--- src/rtl/mem_lsu.sv ---
// MEM stage load/store unit: drives the data bus through a req/ack handshake, stalls the pipeline while busy.
// Optional MEM_ALIGN_CHECK_EN: misaligned half/word accesses skip the bus and flag mem_misalign.
module mem_lsu #(
  parameter int unsigned ADDR_W     = 32,
  parameter int unsigned DATA_W     = 32,
  parameter int unsigned REG_ADDR_W = 5
) (
  input  logic                  clk,
  input  logic                  rst,
  input  logic [REG_ADDR_W-1:0] ex_waddr,
  input  logic                  ex_reg_we,
  input  logic [DATA_W-1:0]     ex_data,
  input  logic [3:0]            ex_mem_op,
  input  logic [ADDR_W-1:0]     ex_mem_addr,
  input  logic [DATA_W-1:0]     ex_store_data,
  output logic                  dbus_req,
  output logic                  dbus_we,
  output logic [ADDR_W-1:0]     dbus_addr,
  output logic [3:0]            dbus_sel,
  output logic [DATA_W-1:0]     dbus_wdata,
  input  logic [DATA_W-1:0]     dbus_rdata,
  input  logic                  dbus_ack,
  output logic                  stall_req,
  output logic [REG_ADDR_W-1:0] mem_waddr,
  output logic                  mem_reg_we,
  output logic [DATA_W-1:0]     mem_data
`ifdef MEM_ALIGN_CHECK_EN
  ,
  output logic                  mem_misalign
`endif
);

  localparam logic [3:0] OP_LB  = 4'd1;
  localparam logic [3:0] OP_LBU = 4'd2;
  localparam logic [3:0] OP_LH  = 4'd3;
  localparam logic [3:0] OP_LHU = 4'd4;
  localparam logic [3:0] OP_LW  = 4'd5;
  localparam logic [3:0] OP_SB  = 4'd6;
  localparam logic [3:0] OP_SH  = 4'd7;
  localparam logic [3:0] OP_SW  = 4'd8;

  typedef enum logic [1:0] {IDLE, REQ, DONE} state_t;

  state_t            state_q, state_d;
  logic              is_load, is_store, is_mem;
  logic              issue, stall_c;
  logic              misalign_c, misalign_q;
  logic [3:0]        sel_c;
  logic [DATA_W-1:0] wdata_c;
  logic [DATA_W-1:0] load_ext_c;
  logic [DATA_W-1:0] load_q;
  logic [7:0]        rd_byte;
  logic [15:0]       rd_half;
  logic [4:0]        byte_sh;

  assign is_load  = (ex_mem_op >= OP_LB) && (ex_mem_op <= OP_LW);
  assign is_store = (ex_mem_op >= OP_SB) && (ex_mem_op <= OP_SW);
  assign is_mem   = is_load | is_store;

`ifdef MEM_ALIGN_CHECK_EN
  always_comb begin
    misalign_c = 1'b0;
    case (ex_mem_op)
      OP_LH, OP_LHU, OP_SH: misalign_c = ex_mem_addr[0];
      OP_LW, OP_SW:         misalign_c = |ex_mem_addr[1:0];
      default:              misalign_c = 1'b0;
    endcase
  end

  // High only during the DONE cycle of a bus-skipped access.
  always_ff @(posedge clk or posedge rst) begin
    if (rst) misalign_q <= 1'b0;
    else     misalign_q <= (state_q == IDLE) && is_mem && misalign_c;
  end

  assign mem_misalign = misalign_q;
`else
  assign misalign_c = 1'b0;
  assign misalign_q = 1'b0;
`endif

  // Big-endian lane select and store replication.
  always_comb begin
    sel_c   = 4'b0000;
    wdata_c = '0;
    case (ex_mem_op)
      OP_LB, OP_LBU: sel_c = 4'b1000 >> ex_mem_addr[1:0];
      OP_LH, OP_LHU: sel_c = ex_mem_addr[1] ? 4'b0011 : 4'b1100;
      OP_LW:         sel_c = 4'b1111;
      OP_SB: begin
        sel_c   = 4'b1000 >> ex_mem_addr[1:0];
        wdata_c = {4{ex_store_data[7:0]}};
      end
      OP_SH: begin
        sel_c   = ex_mem_addr[1] ? 4'b0011 : 4'b1100;
        wdata_c = {2{ex_store_data[15:0]}};
      end
      OP_SW: begin
        sel_c   = 4'b1111;
        wdata_c = ex_store_data;
      end
      default: ;
    endcase
  end

  assign byte_sh = {~ex_mem_addr[1:0], 3'b000};
  assign rd_byte = 8'(dbus_rdata >> byte_sh);
  assign rd_half = ex_mem_addr[1] ? dbus_rdata[15:0] : dbus_rdata[31:16];

  always_comb begin
    load_ext_c = dbus_rdata;
    case (ex_mem_op)
      OP_LB:   load_ext_c = {{(DATA_W-8){rd_byte[7]}}, rd_byte};
      OP_LBU:  load_ext_c = {{(DATA_W-8){1'b0}}, rd_byte};
      OP_LH:   load_ext_c = {{(DATA_W-16){rd_half[15]}}, rd_half};
      OP_LHU:  load_ext_c = {{(DATA_W-16){1'b0}}, rd_half};
      default: load_ext_c = dbus_rdata;
    endcase
  end

  always_ff @(posedge clk or posedge rst) begin
    if (rst) state_q <= IDLE;
    else     state_q <= state_d;
  end

  always_comb begin
    state_d    = state_q;
    stall_c    = 1'b0;
    issue      = 1'b0;
    mem_waddr  = ex_waddr;
    mem_reg_we = ex_reg_we;
    mem_data   = ex_data;
    case (state_q)
      IDLE: begin
        if (is_mem) begin
          stall_c    = 1'b1;
          mem_reg_we = 1'b0;
          if (misalign_c) begin
            state_d = DONE;
          end else begin
            issue   = 1'b1;
            state_d = REQ;
          end
        end
      end
      REQ: begin
        stall_c    = 1'b1;
        mem_reg_we = 1'b0;
        if (dbus_ack) state_d = DONE;
      end
      DONE: begin
        state_d = IDLE;
        if (is_load && !misalign_q) mem_data = load_q;
        else                        mem_reg_we = 1'b0;
      end
      default: state_d = IDLE;
    endcase
  end

  // The stall is released as soon as reset is seen, matching the dropped request.
  assign stall_req = stall_c & ~rst;

  always_ff @(posedge clk or posedge rst) begin
    if (rst) begin
      dbus_req   <= 1'b0;
      dbus_we    <= 1'b0;
      dbus_addr  <= '0;
      dbus_sel   <= 4'b0000;
      dbus_wdata <= '0;
      load_q     <= '0;
    end else begin
      if (issue) begin
        dbus_req   <= 1'b1;
        dbus_we    <= is_store;
        dbus_addr  <= {ex_mem_addr[ADDR_W-1:2], 2'b00};
        dbus_sel   <= sel_c;
        dbus_wdata <= wdata_c;
      end else if ((state_q == REQ) && dbus_ack) begin
        dbus_req <= 1'b0;
      end
      if ((state_q == REQ) && dbus_ack && is_load) load_q <= load_ext_c;
    end
  end

endmodule

--- config.mk ---
export PLATFORM = sky130hd
export DESIGN_NAME = mem_lsu
export DESIGN_NICKNAME = d
export VERILOG_FILES = /design/src/rtl/mem_lsu.sv
export SDC_FILE = /design/constraint.sdc
export NUM_CORES = 1
export LEC_CHECK = 0
export ABC_AREA = 1
export BUFFER_PORTS_ARGS = -buffer_cell sky130_fd_sc_hd__buf_4
export CORE_UTILIZATION = 52
export DETAILED_ROUTE_END_ITERATION = 6
export PLACE_DENSITY = 0.95
export SLEW_MARGIN = 10
export SYNTH_ARGS = -nofsm -noshare
export SYNTH_HDL_FRONTEND = slang
export SYNTH_SLANG_ARGS = --single-unit
--- constraint.sdc ---
create_clock -name clk -period 7.25 [get_ports clk]
set_clock_uncertainty 0.05 [all_clocks]
set_input_delay 1.45 -clock clk [delete_from_list [all_inputs] [get_ports clk]]
set_output_delay 1.45 -clock clk [all_outputs]
set_load 0.05 [all_outputs]
==> impl.org, run 1 <==
** Run status
- The run finished with clean final reports.

** Worst setup path
- CP endpoint kind :: output pin
- Series of cell instances along the critical path :: buf_4, nor2_1, nand2_1, o21ai_2, buf_4, nand2_1, nand2_1, nand2_1, buf_4
- For the worst setup path, the data arrival time is 4.08 ns.
- The worst register-to-register path has a depth of 5.
- STA puts the critical path data required time at 5.75 ns.
- In this design, the stage delay of the slowest critical-path cell is 0.69 ns.
- Critical-path maximum fanout :: 35
- In this run the critical register-to-register path is launched from state_q[0].
- Register-to-register path setup slack :: approximately 4.8 ns
- By instance count, the cell type seen most on the critical path is sky130_fd_sc_hd__nand2_1.
- Setup Crit Path Kind :: in -> out
- Kind of launch point of the worst setup path :: input pin
- Critical Path Source :: ex_mem_op[3]
- In this run the critical register-to-register path is captured at dbus_wdata[0].
- Among all stages on the critical path, the largest delay is contributed by sky130_fd_sc_hd__nand2_1.

** Power
- For this design the ratio of total power to cell area is 328 nW/µm².
- Peak supply drop :: 0.000345 V
- Leakage power :: 0.00454 µW

** Logic synthesis
- Largest cells by area after synthesis :: sky130_fd_sc_hd__dfrtp_1 44%, sky130_fd_sc_hd__nand2_1 30%, sky130_fd_sc_hd__nand3_1 7.5%
- Cells after Synth :: 895
- Library cells used by synthesis :: 21
- The share of the Yosys chip area taken by registers is 0.439.
- Biggest area consumer among synthesized cells :: sky130_fd_sc_hd__dfrtp_1
- The share of synthesized area in the top cell type comes to 0.439.
- In this run the mean area of a mapped cell was roughly 6.5 µm².
- Summing every instance area after synthesis gives slightly below 6000 µm².
- Register bit total from synthesis :: 102
- The Yosys step of the flow raised 0 warnings.

** STA
- Max Clock Freq :: 179 MHz
- Endpoints failing hold :: 0
- The number of slew-limit violations in the final report is 0.
- Total negative slack for setup checks :: 0 ns
- Across all setup checks in the final design, the least slack found is 1.67 ns.
- Measured slew at the worst slew-check pin :: around 1.2 ns
- After layout, the minimum clock period comes to 5.58 ns.
- Setup violations remaining at the end of the flow were counted as 0.
- Measured against its own limit, the worst slew margin works out to 0.203.
- Of the available clock period, the critical path in the final layout requires 0.770.
- RSZ-0062 raised after global routing :: no

** CTS
- In this run, post-CTS repair resized a total of 0 instances.
- TritonCTS built the clock tree.
- Clock transition time at the flip-flop clock pins of the worst setup and hold paths :: roughly 0.1 ns
- Clock Sink Count :: 102
- Number of buffers added to fix hold violations after cts :: 0
- After clock tree synthesis, the setup repair step added 0 buffers.
- The clock reaches the later pin of the worst-skew pair after 0.38 ns.
- Counting the buffers created by CTS gives 9.
- The cell sitting at the root of the clock tree is a sky130_fd_sc_hd__clkbuf_8.
- Counting along the longest clock path gives a buffer depth of 2.
- The H-tree was split into 3 levels.

** Placed design
- OpenSTA, run right after detailed placement, puts the worst setup slack at between 1.5 and 2 ns.
- Detailed placement finished with a half-perimeter wire length of roughly 12 mm.
- Final GP Congestion :: 0.882
- Buffers added on ports :: 237
- Total placed cells including tap cells :: 1226

** Finish
- Number of inserted filler cells in the final layout :: 851
- N_diodes :: 0
- Final core area utilization :: 0.712
- Total Nets Final :: approximately 1200
- Final cell count without fillers :: 1242
- Fraction of layout instances using a drive strength above 1 :: 0.249
- From synthesis to final layout, the design area changed by 33.3%.

** Routing
- Dividing the detail-routed via count by the number of cells gives just over 5.
- Number of DRC markers after the initial detailed-route iteration :: between 600 and 700
- Detailed routing inserted a total of 6401 vias.
- After detailed routing, the number of remaining DRC violations is 0.
- Total iterations of the first detailed-routing run :: 6
- The detail route stage leaves a number of antenna-violating nets equal to 0.
- In the final routed layout, each cell accounts on average for about 14 µm.
- Total routed wirelength :: 17.3 mm

** Floorplan
- During I/O placement, the number of pins put on the boundary was 250.
- Full die area :: between 10000 and 15000 µm²
- Die Span X :: 108 µm
- The initial utilization of the core area, before any placement, comes to 0.534.
- The floorplan has 38 rows.
- Area inside the core boundary :: ~11000 µm²
- In this run the vertical extent of the chip is between 100 and 150 µm.

** Global route
- Entering global routing, the biggest net connects 71 pins.
- The via count of the first global-routing pass came to 5627.
- Initial antenna violation count :: 0
- The first global-routing pass estimated 26.8 mm of wire.
- For this run the aggregate overflow at the end of global routing stands at 0.
- In the global route stage, overall resource usage came out at 0.296.

** Min path
- Startpoint of the worst hold path :: dbus_wdata[14]
- The path with the worst hold slack has its endpoint at dbus_wdata[14].
- HP Class :: reg -> reg
- The worst hold path was traced through 2 stages.

** Job
- The tool flagged a number of max-cap violations equal to 0.
## state kept, by name (all words and copies together), names as in the netlist
signal / flops
dbus_req: 1
state_q: 2
dbus_addr: 30
dbus_we: 1
dbus_sel: 4
load_q: 32
dbus_wdata: 32
## where the power goes
part / switching, µW / internal, µW
logic: 879 / 374
registers: 130 / 786
clock network: 235 / 140
total: 1240 / 1300
## critical path, delay by kind of cell
family,cells,cell delay [ns]
and+or+nand+nor,5,1.76
buffers and inverters,3,0.67
AOI/OAI and AO/OA,1,0.18
## layout make-up
class                   count  area, µm²  share of cell area
clock buffers               9        124              0.0160
clock inverters             7       91.3              0.0118
flip-flops and latches    102       2550               0.329
inverters                  34        130              0.0168
repair buffers            242       1820               0.234
multi-input cells         708       2860               0.369
well taps                 140        175              0.0226
## cell usage in the layout, fill, tap and decap left out
master and instances:
sky130_fd_sc_hd__clkbuf_8 9, sky130_fd_sc_hd__o21ai_0 20, sky130_fd_sc_hd__inv_6 2, sky130_fd_sc_hd__inv_2 1, sky130_fd_sc_hd__conb_1 2, sky130_fd_sc_hd__nor2_1 113, sky130_fd_sc_hd__a21oi_1 13, sky130_fd_sc_hd__and2_1 1
sky130_fd_sc_hd__inv_1 32, sky130_fd_sc_hd__nor2_4 2, sky130_fd_sc_hd__nand2_1 457, sky130_fd_sc_hd__or2_2 4, sky130_fd_sc_hd__nor2_2 5, sky130_fd_sc_hd__clkinv_4 1, sky130_fd_sc_hd__nand3_1 87, sky130_fd_sc_hd__inv_4 1
sky130_fd_sc_hd__dfrtp_1 102, sky130_fd_sc_hd__o21ai_2 1, sky130_fd_sc_hd__clkinv_8 4, sky130_fd_sc_hd__a21boi_0 1, sky130_fd_sc_hd__buf_4 242, sky130_fd_sc_hd__nand2_2 2
## cells in the mapped netlist (all sizes together)
cell / count
a21oi: 13
conb: 1
buf: 45
and2: 1
or2: 4
clkbuf: 7
a21boi: 1
dfrtp: 102
nor2: 120
o21ai: 21
nand2: 459
nand3: 87
inv: 34
## layer usage
metal / part of all wire / up-vias / GRT usage
met1: 0.39 / 2890 / 0.384
li1: - / 3147 / -
met5: 0 / - / 0
met4: 0.029 / 0 / 0.0900
met3: 0.084 / 43 / 0.0720
met2: 0.50 / 321 / 0.489
## cells by family after synthesis
kind of cell,Yosys count,share of synthesized area
AO/OA/AOI/OAI,35,0.0312
buffers and inverters,86,0.0725
flip-flops,102,0.439
other,1,0.000645
AND/OR/NAND/NOR,671,0.457
## worst max path at each step
| stage | endpoint | slack (ns) | cells after the start |
|---|---|---|---|
| 2_1_floorplan | mem_reg_we | 2.62 | 7 |
| 3_3_place_gp | mem_data[0] | 1.88 | 9 |
| 3_5_place_dp | mem_data[19] | 1.69 | 9 |
| 4_1_cts | mem_data[19] | 1.73 | 9 |
| 5_1_grt | mem_data[21] | 1.42 | 9 |
| 6_report | mem_data[19] | 1.67 | 9 |
## metrics by stage
| stage | instance area (µm²) | total power, µW | hold slack (ns) |
|---|---|---|---|
| global route | 7750 | 2680 | 0.454 |
| floorplan | 5820 | 1770 | 0.424 |
| CTS | 7750 | 2550 | 0.435 |
| global placement | 7530 | 2140 | 0.406 |
| detailed placement | 7530 | 2180 | 0.410 |
| finish | 7750 | 2540 | 0.432 |
(Power assumes the default switching activity.)
==> inputs of run 2 (changes only) <==
Settings changed: CORE_UTILIZATION 52 to 48, PLACE_DENSITY 0.95 to 0.91.
Clock period 7.25 ns to 5.85 ns, I/O delays scaled along.
==> run 2 against run 1 <==
  * The run now ends with DRC left
  * Clock power up 71%
  * Worst hold slack worse by 0.0061 ns
  * Combinational power up 25%
  * First-iteration DRC count down 7.0%
  * Largest power group unchanged
  * Non-clock buffer count up 1
  * Sequential power up 25%
  * Routed wire length up 0.93%
==> impl.org, run 2 (synthesis results as in run 1) <==
** Floorplan
- Number of top-level pins :: 250 (unchanged)
- Full die area :: 12600 µm² (was 11600 µm²)
- The floorplan row count came to 39 (was 38).
- Die Span X :: 112 µm (was 108 µm)
- The height of the chip is 112 µm (was 108 µm).
- Area inside the core boundary :: 11600 µm² (was 10900 µm²)
- The starting density of the core came to 0.501 (was 0.534).

** Run status
- The final reports fail on DRC.
- Result of the run: finished with violations (was finished clean).

** STA
- The final hold violation count came to 0 (unchanged).
- Final setup viols :: 0 (unchanged)
- Total negative slack for setup checks :: 0 ns (unchanged)
- Static timing analysis puts the maximum clock frequency at between 200 and 250 MHz.
- Dividing the final minimum period by the clock period gives 0.842.
- Pins Over Slew Limit :: 0 (unchanged)
- Worst relative slew slack :: 0.356 (was 0.203)
- Subtracting the final worst setup slack from the clock period gives 4.93 ns.
- Final WS setup :: 0.922 ns (was 1.67 ns)
- Measured slew at the worst slew-check pin :: 0.963 ns (was 1.19 ns)
- RSZ-0062 raised after global routing: no (unchanged).
- The worst hold slack after final layout is 0.426 ns (was 0.432 ns).

** Finish
- Number of inserted filler cells in the final layout :: 960 (was 851)
- Registers with the most flip-flops :: dbus_wdata (32), load_q (32), dbus_addr (30) (unchanged)
- The share of post-route cells with drive strength above 1 was 0.249 (about the same).
- N_diodes :: 0 (unchanged)
- The number of nets at the end of the flow was 1239 (was 1238).
- Most common library cell in the layout ignoring fill and taps :: sky130_fd_sc_hd__nand2_1 (unchanged)
- Synthesis-to-finish area growth :: 35.4% (was 33.3%)
- Final standard cell area without fillers :: 7870 µm² (was 7750 µm²)
- Most frequent cells in the layout: 457 x sky130_fd_sc_hd__nand2_1, 243 x sky130_fd_sc_hd__buf_4, 113 x sky130_fd_sc_hd__nor2_1 (was 457 x sky130_fd_sc_hd__nand2_1, 242 x sky130_fd_sc_hd__buf_4, 113 x sky130_fd_sc_hd__nor2_1).

** Min path
- The path category of the worst min-delay check is reg -> reg (unchanged).
- The number of cells on the worst hold path came to 2 (unchanged).

** Placed design
- The minimum setup slack after placement is 0.969 ns (was 1.69 ns).
- The total cell area at the placement stage was 7540 µm² (was 7530 µm²).
- Buffers added on ports :: 237 (unchanged)
- Final GP Congestion :: 0.878 (was 0.882)
- Detailed Place HPWL :: 12.7 mm (was 12.3 mm)

** Routing
- Number of design rule violations left after detail routing :: 15 (was 0)
- Detail-routed net length per standard cell :: 14.0 µm (was 13.9 µm)
- The iteration-0 DRC count of the detailed router is 571 (was 614).
- Total routed wirelength :: 17.5 mm (was 17.3 mm)
- The iteration count of the initial detailed-routing pass is 7 (was 6).
- The post-detailed-route via-to-cell ratio was 5.07 (was 5.15).
- Number of vias in the routed layout :: 6322 (was 6401)
- Routed Antenna Nets :: 0 (unchanged)

** Power
- Power Internal :: 1790 µW (was 1300 µW)
- Clk network pwr share :: 0.192 (was 0.147)
- Switching power total :: 1550 µW (was 1240 µW)
- Sequential share of power :: 0.341 (was 0.360)
- The power density normalized to cell area came to 423 nW/µm² (was 328 nW/µm²).
- The worst IR drop on VDD is 0.000297 V (was 0.000345 V).
- The combinational cell fraction of total power was 0.467 (was 0.493).
- Switching share of power :: 0.464 (was 0.489)
- The overall power of the completed layout came to 3330 µW (was 2540 µW).
- Leakage power :: 0.00459 µW (was 0.00454 µW)

** CTS
- The post-cts hold buffer count is 0 (unchanged).
- TritonCTS Buffers :: 9 (unchanged)
- Clock insertion delay at the later pin of the skew report :: 0.35 ns (was 0.38 ns)
- The largest buffer count on any clock path was 2 (unchanged).
- The TritonCTS clock tree is done (unchanged).
- The buffer count from post-CTS setup fixing was 0 (unchanged).
- The H-tree depth was 3 (unchanged).
- The total number of clock tree sinks came to 102 (unchanged).
- The clock root buffer master is sky130_fd_sc_hd__clkbuf_16 (was sky130_fd_sc_hd__clkbuf_8).
- Number of gates resized after cts :: 0 (unchanged)
- The clock transition at the registers of the reported paths came to 0.08 ns (was 0.10 ns).

** Global route
- The via count of the first global-routing pass is 6074 (was 5627).
- The first-pass GRT wire length came to 28.6 mm (was 26.8 mm).
- The total global routing track utilization came to 0.283 (was 0.296).
- Total overflow reported by the global router :: 0 (unchanged)
- Initial antenna violation count :: 0 (unchanged)
- The largest net degree at the start of global routing came to 72 (was 71).

** Worst setup path
- Critical-path maximum fanout :: 35 (unchanged)
- The depth of the worst register-to-register path is 6 (was 5).
- Data required time of the critical path :: 4.63 ns (was 5.75 ns)
- Arrival time reported for the critical path endpoint :: 3.71 ns (was 4.08 ns)
- CP endpoint kind :: output pin (unchanged)
- Setup Crit Path Kind :: in -> out (unchanged)
- Kind of launch point of the worst setup path :: input pin (unchanged)

** Job
- The max-cap violation count came to 0 (unchanged).
run 2: cell types whose count changed in the layout (fill, tap and decap cells not counted), moves of 2 or more:
cell	change
sky130_fd_sc_hd__clkbuf_16	+9
sky130_fd_sc_hd__clkbuf_8	-9
sky130_fd_sc_hd__clkinv_8	-2
sky130_fd_sc_hd__inv_6	-2
sky130_fd_sc_hd__inv_8	+2
run 2: metal layers:
layer | GRT usage | routed length [µm] | vias to the layer above
met5 | 0 | 0 | -
met4 | 0.104 | 525 | 0
met3 | 0.0556 | 1200 | 44
met2 | 0.494 | 8810 | 255
met1 | 0.349 | 6930 | 2879
li1 | - | - | 3144
run 2: final timing paths:
kind                               start            end  slack (ns)
setup / recovery            ex_mem_op[3]    mem_data[5]        0.92
min in group asynchronous            rst     state_q[1]        0.76
setup reg to reg              state_q[1]     load_q[29]        3.53
hold reg to reg            dbus_wdata[8]  dbus_wdata[8]        0.43
max in group asynchronous            rst  dbus_wdata[6]        3.74
hold / removal             dbus_wdata[8]  dbus_wdata[8]        0.43
run 2: worst max-delay path, cell delays in order:
cell,delay [ns]
sky130_fd_sc_hd__buf_4,0.13
sky130_fd_sc_hd__nor2_1,0.22
sky130_fd_sc_hd__nand2_1,0.48
sky130_fd_sc_hd__o21ai_2,0.17
sky130_fd_sc_hd__buf_4,0.34
sky130_fd_sc_hd__nand2_1,0.66
sky130_fd_sc_hd__nand2_1,0.24
sky130_fd_sc_hd__nand2_1,0.07
sky130_fd_sc_hd__buf_4,0.19
run 2: final cells by class:
type	count	area [µm²]	share of cell area
Inverter	34	130	0.0165
Tap cell	143	179	0.0227
Clock buffer	9	225	0.0286
Clock inverter	7	101	0.0129
Multi-Input combinational cell	708	2860	0.363
Timing Repair Buffer	243	1820	0.232
Sequential cell	102	2550	0.324
run 2: metrics by stage:
step,cells,util
after floorplan,896,-
after CTS,1246,0.678
final,1246,0.678
after global placement,1230,0.649
after detailed placement,1230,0.649
after global routing,1246,0.678
run 2: power groups by stage:
stage	Clock (µW)	Combinational, µW	Sequential [µW]
final	640	1560	1140
after global placement	0	1530	1120
after detailed placement	0	1550	1140
after floorplan	0	532	1670
after CTS	645	1560	1130
after global routing	672	1660	1170
